## config.mk

```make
export PLATFORM = sky130hd
export DESIGN_NAME = float_to_int_pipe_flat
export DESIGN_NICKNAME = d
export VERILOG_FILES = /design/src/rtl/float_to_int_pipe_pkg.sv /design/src/rtl/float_to_int_pipe_if.sv /design/src/rtl/float_to_int_round.sv /design/src/rtl/float_to_int_pipe.sv /design/src/flat_wrapper.sv
export SDC_FILE = /design/constraint.sdc
export NUM_CORES = 1
export LEC_CHECK = 0
export CAP_MARGIN = 25
export CORE_MARGIN = 5
export CORE_UTILIZATION = 59
export DETAILED_ROUTE_END_ITERATION = 12
export PLACE_DENSITY = 0.81
export SKIP_LAST_GASP = 1
export SLEW_MARGIN = 10
export SYNTH_ARGS = -nofsm -noshare
export SYNTH_HDL_FRONTEND = slang
export SYNTH_SLANG_ARGS = --single-unit
```

## constraint.sdc

```tcl
create_clock -name clk -period 4.9 [get_ports clk]
set_input_delay 0.98 -clock clk [delete_from_list [all_inputs] [get_ports clk]]
set_output_delay 0.98 -clock clk [all_outputs]
set_load 0.05 [all_outputs]
```

## src/rtl/float_to_int_pipe_pkg.sv

```systemverilog
// Shared FPU definitions: rounding-mode encodings, exponent constants and the
// per-stage payload structs of the float-to-int conversion pipeline.
package float_to_int_pipe_pkg;

  // FCSR rounding modes, the same 2-bit encoding the FP adder uses
  typedef enum logic [1:0] {
    RM_RNE = 2'b00,  // nearest, ties to even
    RM_RZ  = 2'b01,  // toward zero
    RM_RP  = 2'b10,  // toward +inf
    RM_RM  = 2'b11   // toward -inf
  } rm_e;

  localparam int          FP_BIAS           = 127;
  localparam int          FP_EXP_MAX        = 255;
  localparam logic [31:0] FP_INVALID_RESULT = 32'h7FFF_FFFF;

  // -2^31 is the only input with unbiased exponent 31 that still fits
  localparam logic [31:0] MIN_INT_FLOAT = 32'hCF00_0000;
  localparam logic [31:0] MIN_INT_VALUE = 32'h8000_0000;

  // Shape of the operand as decided by the unpack stage; it tells the shift
  // stage which way (if at all) to move the significand.
  typedef enum logic [2:0] {
    CLS_ZERO    = 3'd0,  // +0 / -0
    CLS_TINY    = 3'd1,  // denormal or e <= -2: only sticky survives
    CLS_HALF    = 3'd2,  // e == -1: hidden bit becomes the guard bit
    CLS_RSHIFT  = 3'd3,  // e in 0..23
    CLS_LSHIFT  = 3'd4,  // e in 24..30
    CLS_INVALID = 3'd5,  // NaN, infinity or out of range
    CLS_MININT  = 3'd6   // exactly -2^31
  } cls_e;

  // Unpack -> shift register payload
  typedef struct packed {
    logic        sign;
    rm_e         rm;
    cls_e        cls;
    logic [4:0]  e5;    // low bits of unbiased exponent, meaningful for 0..30
    logic [23:0] sig;   // {hidden, frac}
  } s1_t;

  // Shift -> round register payload
  typedef struct packed {
    logic        sign;
    rm_e         rm;
    logic        invalid;
    logic        min_int;
    logic [30:0] mag;
    logic        g;
    logic        s;
  } s2_t;

endpackage

```

## src/rtl/float_to_int_pipe_if.sv

```systemverilog
// Request/result bundle of the float-to-int converter.
// Handshake: an op is accepted on a rising edge where en && in_valid. A result
// is presented while out_valid is high and is replaced only on an edge where
// en is high; there is no ready signal, en is the sole back-pressure.
interface float_to_int_pipe_if;
  logic        in_valid;
  logic [31:0] a;
  logic [1:0]  rm;
  logic        out_valid;
  logic [31:0] d;
  logic        invalid;
  logic        inexact;

  modport master (
    output in_valid, a, rm,
    input  out_valid, d, invalid, inexact
  );

  modport slave (
    input  in_valid, a, rm,
    output out_valid, d, invalid, inexact
  );
endinterface

```

## src/rtl/float_to_int_round.sv

```systemverilog
// Final-stage combinational logic: rounding increment, negation and
// substitution of the invalid / -2^31 results, plus flag generation.
module float_to_int_round
  import float_to_int_pipe_pkg::*;
#(
  parameter logic [31:0] INVALID_RESULT = FP_INVALID_RESULT
) (
  input  logic        sign_i,
  input  rm_e         rm_i,
  input  logic        invalid_i,
  input  logic        min_int_i,
  input  logic [30:0] mag_i,
  input  logic        g_i,
  input  logic        s_i,
  output logic [31:0] d_o,
  output logic        invalid_o,
  output logic        inexact_o
);

  logic        inc;
  logic [31:0] rounded;

  // Round the magnitude, apply the sign, then override for special inputs.
  // The magnitude is below 2^24 whenever g/s can be set, so +1 never carries
  // into the sign bit.
  always_comb begin
    inc = 1'b0;
    case (rm_i)
      RM_RNE: inc = g_i & (s_i | mag_i[0]);
      RM_RZ:  inc = 1'b0;
      RM_RP:  inc = ~sign_i & (g_i | s_i);
      RM_RM:  inc = sign_i & (g_i | s_i);
    endcase
    rounded   = {1'b0, mag_i} + {31'b0, inc};
    // negating a zero magnitude yields zero, so no negative zero escapes
    d_o       = sign_i ? (~rounded + 32'd1) : rounded;
    invalid_o = 1'b0;
    inexact_o = g_i | s_i;
    if (invalid_i) begin
      d_o       = INVALID_RESULT;
      invalid_o = 1'b1;
      inexact_o = 1'b0;
    end else if (min_int_i) begin
      d_o       = MIN_INT_VALUE;
      inexact_o = 1'b0;
    end
  end

endmodule

```

## src/rtl/float_to_int_pipe.sv

```systemverilog
// Three-stage single-precision float to signed 32-bit integer converter:
// unpack/classify -> shift -> round/negate/saturate, one op per cycle,
// stalled as a whole by en.
module float_to_int_pipe
  import float_to_int_pipe_pkg::*;
#(
  parameter logic [31:0] INVALID_RESULT = FP_INVALID_RESULT
) (
  input  logic              clk,
  input  logic              rst,
  input  logic              en,
  float_to_int_pipe_if.slave bus
);

  // stage 1
  logic [7:0]  exp_f;
  logic [22:0] frac;
  logic [8:0]  e9;
  s1_t         s1_d, s1_q;
  logic        s1_valid_q;

  // stage 2
  logic [4:0]  shr_amt;
  logic [2:0]  shl_amt;
  logic [47:0] wide;
  s2_t         s2_d, s2_q;
  logic        s2_valid_q;

  // stage 3 / outputs
  logic [31:0] rnd_d;
  logic        rnd_invalid;
  logic        rnd_inexact;
  logic        out_valid_q;
  logic [31:0] d_q;
  logic        invalid_q;
  logic        inexact_q;

  // S1: split the IEEE word and decide how the significand must be moved
  always_comb begin
    exp_f   = bus.a[30:23];
    frac    = bus.a[22:0];
    e9      = {1'b0, exp_f} - 9'(FP_BIAS);
    s1_d      = '0;
    s1_d.sign = bus.a[31];
    s1_d.rm   = rm_e'(bus.rm);
    s1_d.sig  = {1'b1, frac};
    s1_d.e5   = e9[4:0];
    if (exp_f == 8'(FP_EXP_MAX)) begin
      s1_d.cls = CLS_INVALID;
    end else if (bus.a == MIN_INT_FLOAT) begin
      s1_d.cls = CLS_MININT;
    end else if (exp_f == 8'd0) begin
      s1_d.cls = (frac == 23'd0) ? CLS_ZERO : CLS_TINY;
    end else if ($signed(e9) >= 9'sd31) begin
      s1_d.cls = CLS_INVALID;
    end else if ($signed(e9) >= 9'sd24) begin
      s1_d.cls = CLS_LSHIFT;
    end else if ($signed(e9) >= 9'sd0) begin
      s1_d.cls = CLS_RSHIFT;
    end else if ($signed(e9) == -9'sd1) begin
      s1_d.cls = CLS_HALF;
    end else begin
      s1_d.cls = CLS_TINY;
    end
  end

  // S1 -> S2 register; reset beats en so in-flight ops are dropped
  always_ff @(posedge clk) begin
    if (rst) begin
      s1_valid_q <= 1'b0;
      s1_q       <= '0;
    end else if (en) begin
      s1_valid_q <= bus.in_valid;
      s1_q       <= s1_d;
    end
  end

  // S2: denormalise the significand into a 31-bit magnitude plus guard/sticky
  always_comb begin
    s2_d         = '0;
    s2_d.sign    = s1_q.sign;
    s2_d.rm      = s1_q.rm;
    s2_d.invalid = (s1_q.cls == CLS_INVALID);
    s2_d.min_int = (s1_q.cls == CLS_MININT);
    shr_amt      = 5'd23 - s1_q.e5;
    shl_amt      = 3'(s1_q.e5 - 5'd23);
    // integer part lands in [47:24], the bits shifted out in [23:0]
    wide         = {s1_q.sig, 24'b0} >> shr_amt;
    case (s1_q.cls)
      CLS_RSHIFT: begin
        s2_d.mag = {7'b0, wide[47:24]};
        s2_d.g   = wide[23];
        s2_d.s   = |wide[22:0];
      end
      CLS_LSHIFT: begin
        s2_d.mag = {7'b0, s1_q.sig} << shl_amt;
      end
      CLS_HALF: begin
        s2_d.g = 1'b1;
        s2_d.s = |s1_q.sig[22:0];
      end
      CLS_TINY: begin
        s2_d.s = 1'b1;
      end
      default: begin
      end
    endcase
  end

  // S2 -> S3 register
  always_ff @(posedge clk) begin
    if (rst) begin
      s2_valid_q <= 1'b0;
      s2_q       <= '0;
    end else if (en) begin
      s2_valid_q <= s1_valid_q;
      s2_q       <= s2_d;
    end
  end

  float_to_int_round #(
    .INVALID_RESULT (INVALID_RESULT)
  ) u_round (
    .sign_i    (s2_q.sign),
    .rm_i      (s2_q.rm),
    .invalid_i (s2_q.invalid),
    .min_int_i (s2_q.min_int),
    .mag_i     (s2_q.mag),
    .g_i       (s2_q.g),
    .s_i       (s2_q.s),
    .d_o       (rnd_d),
    .invalid_o (rnd_invalid),
    .inexact_o (rnd_inexact)
  );

  // Output register: bubbles clear out_valid but leave the last result visible
  always_ff @(posedge clk) begin
    if (rst) begin
      out_valid_q <= 1'b0;
      d_q         <= '0;
      invalid_q   <= 1'b0;
      inexact_q   <= 1'b0;
    end else if (en) begin
      out_valid_q <= s2_valid_q;
      if (s2_valid_q) begin
        d_q       <= rnd_d;
        invalid_q <= rnd_invalid;
        inexact_q <= rnd_inexact;
      end
    end
  end

  assign bus.out_valid = out_valid_q;
  assign bus.d         = d_q;
  assign bus.invalid   = invalid_q;
  assign bus.inexact   = inexact_q;

endmodule

```

## src/flat_wrapper.sv

```systemverilog
// flat-port wrapper written by rule: the top's interface ports become plain ports
module float_to_int_pipe_flat import float_to_int_pipe_pkg::*;
#(
  parameter logic [31:0] INVALID_RESULT = FP_INVALID_RESULT
)
  (clk, rst, en, bus_in_valid, bus_a, bus_rm, bus_out_valid, bus_d, bus_invalid, bus_inexact);
  float_to_int_pipe_if bus_i ();
  input  logic clk;
  input  logic rst;
  input  logic en;
  input wire logic [$bits(bus_i.in_valid)-1:0] bus_in_valid;
  input wire logic [$bits(bus_i.a)-1:0] bus_a;
  input wire logic [$bits(bus_i.rm)-1:0] bus_rm;
  output wire logic [$bits(bus_i.out_valid)-1:0] bus_out_valid;
  output wire logic [$bits(bus_i.d)-1:0] bus_d;
  output wire logic [$bits(bus_i.invalid)-1:0] bus_invalid;
  output wire logic [$bits(bus_i.inexact)-1:0] bus_inexact;
  assign bus_i.in_valid = bus_in_valid;
  assign bus_i.a = bus_a;
  assign bus_i.rm = bus_rm;
  assign bus_out_valid = bus_i.out_valid;
  assign bus_d = bus_i.d;
  assign bus_invalid = bus_i.invalid;
  assign bus_inexact = bus_i.inexact;
  float_to_int_pipe #(.INVALID_RESULT(INVALID_RESULT)) u_core (.clk(clk), .rst(rst), .en(en), .bus(bus_i));
endmodule
```

# [Word-level counts from Yosys, hierarchy flattened]
# Index checks and enable logic that the tools add are counted.
[word_totals] reg_bits=110 in_bits=38 output_inout_bits=35
[op_classes] addsub=5 order_cmp=3 n_eq_ne=12 shift=2 muxes=18 n_bitwise=7 reduce_logical=6
[ops] cell="$mux W32" count=3
[ops] cell="$pmux W31 S2" count=1
[ops] cell="$shr A48 B5 Y48" count=1
[ops] cell="$reduce_or A23 Y1" count=2
[ops] cell="$add A31 B1 Y32" count=1
[ops] cell="$add A32 B1 Y32 const B" count=1
[ops] cell="$eq A32 B32 Y1 const B" count=1
[ops] cell="$not A32 Y32" count=1
[ops] cell="$shl A24 B3 Y31" count=1
[ops] cell="$logic_not A23 Y1" count=1
[ops] cell="$ge A9 B6 Y1 const B" count=2
[ops] cell="$mux W3" count=6
[ops] cell="$eq A3 B3 Y1 const B" count=3
[ops] cell="$eq A9 B1 Y1 const B" count=1
[ops] cell="$ge A9 B1 Y1 const B" count=1
[ops] cell="$sub A8 B7 Y9 const B" count=1
[ops] cell="$eq A8 B8 Y1 const B" count=1
[ops] cell="$logic_not A8 Y1" count=1
[ops] cell="$eq A3 B2 Y1 const B" count=2
[ops] cell="$sub A5 B5 Y5 const A" count=1
[ops] cell="$eq A2 B2 Y1 const B" count=2
[ops] cell="$mux W1" count=4
[ops] cell="$pmux W1 S4" count=1
[ops] cell="$and A1 B1 Y1" count=3
[ops] cell="other kinds (10)" count=11

# [Longest topological paths before layout]
[depth] word_depth=9 mapped_depth=16 depth_no_buf=14

# [By module]
# A second synthesis with hierarchy kept.
[hier_totals] hier_cells=1194 hier_area_um2=9187.6
[modules_own_cells] mod="float_to_int_pipe" n_inst=1 cells_per_inst=812 area_each_um2=6700.2 seq_area_each_um2=2202.1
[modules_own_cells] mod="float_to_int_round" n_inst=1 cells_per_inst=382 area_each_um2=2487.4 seq_area_each_um2=0.0

# [Least setup slack after synthesis]
# No wires, ideal clock.
[synth_timing] path_kind="register to register" start="register u_core.s2_q[37] (netlist bit)" end="register u_core.d_q[20] (netlist: u_core.bus.d[20])" setup_ps=135 arrival_time_ps=3633 required_time_ps=4765 setup_slack_ps=1132 stages_incl_launch_ff=17 path_buffers=3 path_cell_list="dfxtp_1 > clkbuf_1 > clkbuf_1 > nand2_1 > nor2_1 > a2111oi_0 > ha_1 > ha_1 > and2_1 > buf_4 > a21oi_1 > o32a_1 > or3_1 > a211o_1 > o41ai_1 > xnor2_1 > o22ai_1"
[synth_via] elab_chain_len=9 word_cells_on_any_way=10 classes_between="add/sub (2); mux (4); bitwise (4)"
[synth_rtl] element="start: declaration" line_no="float_to_int_pipe.sv:26" rtl="s2_t s2_d, s2_q;"
[synth_rtl] element="start signal: assignment" line_no="float_to_int_pipe.sv:114" rtl="s2_q <= '0;"
[synth_rtl] element="start signal: assignment" line_no="float_to_int_pipe.sv:117" rtl="s2_q <= s2_d;"
[synth_rtl] element="$not A1 Y1" line_no="float_to_int_round.sv:31" rtl="RM_RP: inc = ~sign_i & (g_i | s_i);"
[synth_rtl] element="$and A1 B1 Y1" line_no="float_to_int_round.sv:31"
[synth_rtl] element="$pmux W1 S4" line_no="float_to_int_round.sv:28" rtl="case (rm_i)"
[synth_rtl] element="$add A31 B1 Y32" line_no="float_to_int_round.sv:34" rtl="rounded = {1'b0, mag_i} + {31'b0, inc};"
[synth_rtl] element="$not A32 Y32" line_no="float_to_int_round.sv:36" rtl="d_o = sign_i ? (~rounded + 32'd1) : rounded;"
[synth_rtl] element="$add A32 B1 Y32" line_no="float_to_int_round.sv:36"
[synth_rtl] element="$mux W32 (*)" line_no="float_to_int_round.sv:36"
[synth_rtl] element="$mux W32 (*)" line_no="float_to_int_round.sv:43" rtl="end else if (min_int_i) begin"
[synth_rtl] element="$mux W32 (*)" line_no="float_to_int_round.sv:39" rtl="if (invalid_i) begin"
[synth_rtl] element="end signal: assignment" line_no="float_to_int_pipe.sv:146" rtl="d_q <= rnd_d;"
[synth_rtl] element="end: declaration" line_no="float_to_int_pipe.sv:34" rtl="logic [31:0] d_q;"
# Mark *: on every way between the ends. The rest lies on a longest branch, timed or not.
# A chain may end at the register's enable or synchronous reset.

# [Worst setup path after layout]
# Same ends and word-level chain as after synthesis.

==> flow_summary.toml <==
[sta]
period_needed_ns = 4.16
finalCritPeriodShare_pct = 84.9
finClkSkew_ns = 0.00725
hold_violations = 0
setup_viol = 0
slew_viol_final = 0
tns_ns = 0
relSlewSlack_pct = 35.3
tightestPinTransition_ns = 0.970
fin_ws_ns = 0.742
fmax_mhz = 240
rsz0062_at_grt = "false"

[global_route]
grt_max_degree = 75
gr-total-overflow = 0
gr-usage-all-layers_pct = 29.2
grt_pass1_wl_mm = 39.8
antenna_found_initial = 0
grt_pass1_vias = 7704

[critical_path]
cp-start-kind = "flop"
crit_buf_inv = 1
r2r_start = "u_core.s2_q[37]$_SDFFE_PP0P_"
r2r_setup_slack_ns = 0.74
rr_worst_depth = 12
cp_top_family = "compound AO/OA/AOI/OAI gates"
cp_data_required_time_ns = 5.13
setup.worst_path.end_class = "flop"
crit_chain = "clkinv_1, a2111oi_0, ha_1, ha_1, and2_1, a21oi_1, o32a_1, or3_1, a211o_1, o41ai_1, xnor2_1, o22ai_1"
reg2reg_to = "u_core.bus.d[20]$_SDFFE_PP0P_"
cp_common_cell = "ha_1"
cpMaxStageDelayCell = "a2111oi_0"
crit_path_max_incr_delay_ns = 0.48
crit_arrival_ns = 4.39
path_class = "reg2reg"
cp_max_fo = 9

[die]
die_w_um = 129
start_util_pct = 60.4
die-area_um2 = 16700
io_pins = 73
rows = 43
core-area_um2 = 13900
die_h_um = 129

[placement]
pre_cts_ws_ns = 0.798
dpl.hpwl_mm = 18.3
gp_congestion = 0.962
portBuffers = 72
dpl_cell_area_um2 = 9130

[outcome]
status = "completed"

[pwr]
leakage_nw = 3.44
peakVddDrop_uv = 229
combPwrFrac_pct = 24.3
p_sw_share_pct = 32.6
power_density_nw_per_um2 = 247
pwr-share-seq_pct = 43.1
p_clk_share_pct = 32.6
p_switching_uw = 761
internal_power_mw = 1.57
power.total_mw = 2.33

[clock_tree]
cts.sinks = 110
numCtsBuffers = 9
cts.clk_slew.worst_paths_ns = 0.07
ctsHoldBuffers = 0
cts_resized = 0
cts_root_buf = "clkbuf_16"
cts_tree = "done"
clk_path_buf_depth = 2
clk_latency_ns = 0.36
cts_setup_buffers = 0
h-tree-depth = 3

[min_path]
hold_path_class = "reg2reg"
holdPathEnd = "u_core.bus.inexact$_SDFFE_PP0P_"
hold_start = "u_core.bus.inexact$_SDFFE_PP0P_"
hold_path_depth = 2

[cells_and_area]
finalInstanceArea_um2 = 9460
drive_gt1_share_pct = 7.14
syn_to_final_growth_pct = 12.4
finalNetCount = 1133
diodes = 0

[logic_synthesis]
synth.avg_cell_area_um2 = 7.81
synth_area_um2 = 8410
ys_types = 72
yosysSeqAreaShare_pct = 26.2
yosysWarnings = 0
yosys_most_used_dff = "dfxtp_1"
synthCells = 1077
synth_nets = 1122
synth_seq_cells = 110
synth_edf_count = 0
async_flop_share_pct = 0

[drt]
drt_iter0_drc = 872
routed_wl_mm = 24.4
firstDrtPassIters = 6
drt.antenna.violating_nets = 0
via_per_inst = 6.53
num_vias = 8308
drt_drc_violations_left = 0
wire_per_inst_um = 19.2

[run]
maxCapViolations = 0
==> cell usage in the layout, fill, tap and decap left out, types with 4 or more instances in the layout <==
cell and n:
a211oi_1 26, a21oi_1 52, a221o_1 4, a221oi_1 19, a311oi_1 5, a31oi_1 8
and2_1 12, and3_1 14, and4_1 5, buf_4 16, clkbuf_16 9, clkdlybuf4s50_1 70
dfxtp_1 110, ha_1 7, inv_1 26, mux2_2 21, mux2i_1 106, mux4_2 10
nand2_1 82, nand2b_1 6, nand3_1 33, nand4_1 19, nor2_1 136, nor3_1 39
nor4_1 24, o211ai_1 9, o21a_1 6, o21ai_0 48, o21ai_1 7, o22ai_1 14
o31a_1 4, o31ai_1 9, o41ai_1 6, or3_1 7, xnor2_1 42, xor2_1 17
==> tightest hold or removal path: cells and delay by family, from the launching register on <==
kind	cells	cell delay (ns)
simple gates	1	0.05
compound gates	1	0.05
flops	1	0.32
==> per-stage QoR <==
step                      std cells  hold slack, ns  util [%]
after floorplan                1077           0.451         -
after global placement         1256           0.451      65.5
after detailed placement       1256           0.455      65.5
after CTS                      1272           0.465      67.7
after global routing           1273           0.488      67.9
final                          1273           0.467      67.9
==> power by group through the flow <==
stage	registers, mW	clock network (mW)	logic (mW)
2_1_floorplan	0.996	0	0.419
3_3_place_gp	1.02	0	0.547
3_5_place_dp	1.02	0	0.553
4_1_cts	1.00	0.772	0.555
5_1_grt	1.01	0.811	0.611
6_report	1.00	0.761	0.567
==> sequential cells by signal, indices dropped and copies added, names as in the netlist <==
register / count
u_core.bus.invalid: 1
u_core.bus.inexact: 1
u_core.bus.out_valid: 1
u_core.s2_valid_q: 1
u_core.s2_q: 38
u_core.bus.d: 32
u_core.s1_valid_q: 1
u_core.s1_q: 35
==> cell usage after synthesis (7+ instances only) <==
library cell	number	area, um^2
nor2_1	136	510
mux2i_1	106	1060
mux2_2	21	236
o21ai_0	48	240
o22ai_1	14	87.6
nand4_1	19	119
buf_1	16	60.1
o21ai_1	7	35.0
a21oi_1	52	260
dfxtp_1	110	2200
a31oi_1	8	50.1
xnor2_1	42	368
nand3_1	33	165
or3_1	7	43.8
o211ai_1	9	67.6
nor4_1	24	150
and2_1	12	75.1
inv_1	26	97.6
a221oi_1	19	166
o31ai_1	9	67.6
a211oi_1	26	195
nor3_1	40	200
clkbuf_1	64	240
xor2_1	17	149
mux4_2	10	225
ha_1	7	87.6
and3_1	14	87.6
nand2_1	82	308
==> worst max path at each step <==
stage / start / to / slack, ns / cells after the start
6_report: u_core.s2_q[37]$_SDFFE_PP0P_ / u_core.bus.d[20]$_SDFFE_PP0P_ / 0.74 / 12
5_1_grt: u_core.s2_q[37]$_SDFFE_PP0P_ / u_core.bus.d[24]$_SDFFE_PP0P_ / 0.41 / 12
4_1_cts: u_core.s2_q[37]$_SDFFE_PP0P_ / u_core.bus.d[24]$_SDFFE_PP0P_ / 0.78 / 12
3_5_place_dp: u_core.s2_q[37]$_SDFFE_PP0P_ / u_core.bus.d[24]$_SDFFE_PP0P_ / 0.80 / 12
3_3_place_gp: u_core.s2_q[37]$_SDFFE_PP0P_ / u_core.bus.d[20]$_SDFFE_PP0P_ / 0.87 / 12
2_1_floorplan: u_core.s2_q[37]$_SDFFE_PP0P_ / u_core.bus.d[20]$_SDFFE_PP0P_ / 1.13 / 16
==> area by class of cell <==
type | count | area, um^2
Clock buffer | 10 | 229
Inverter | 29 | 109
Sequential cell | 110 | 2200
Fill cell | 1227 | 4480
Timing Repair Buffer | 87 | 848
Multi-Input combinational cell | 851 | 5770
Tap cell | 180 | 225
Clock inverter | 6 | 70.1
==> routing by layer <==
layer	vias up	routed length, um	global-route usage [%]	share of wire, %
li1	4020	-	-	-
met1	3901	10500	37.8	43
met2	328	11900	50.1	49
met3	59	1280	3.71	5.2
met4	0	767	10.5	3.1
met5	-	0	0	0
==> cell families after synthesis <==
| logic type | after synthesis | share of synthesized area [%] |
|---|---|---|
| compound gates | 251 | 20.3 |
| xor+xnor | 59 | 6.14 |
| fa+ha+maj | 7 | 1.04 |
| buf+inv | 116 | 5.31 |
| flops | 110 | 26.2 |
| mux | 137 | 18.1 |
| simple gates | 397 | 23.0 |
Power figures use the tool's default switching activity.
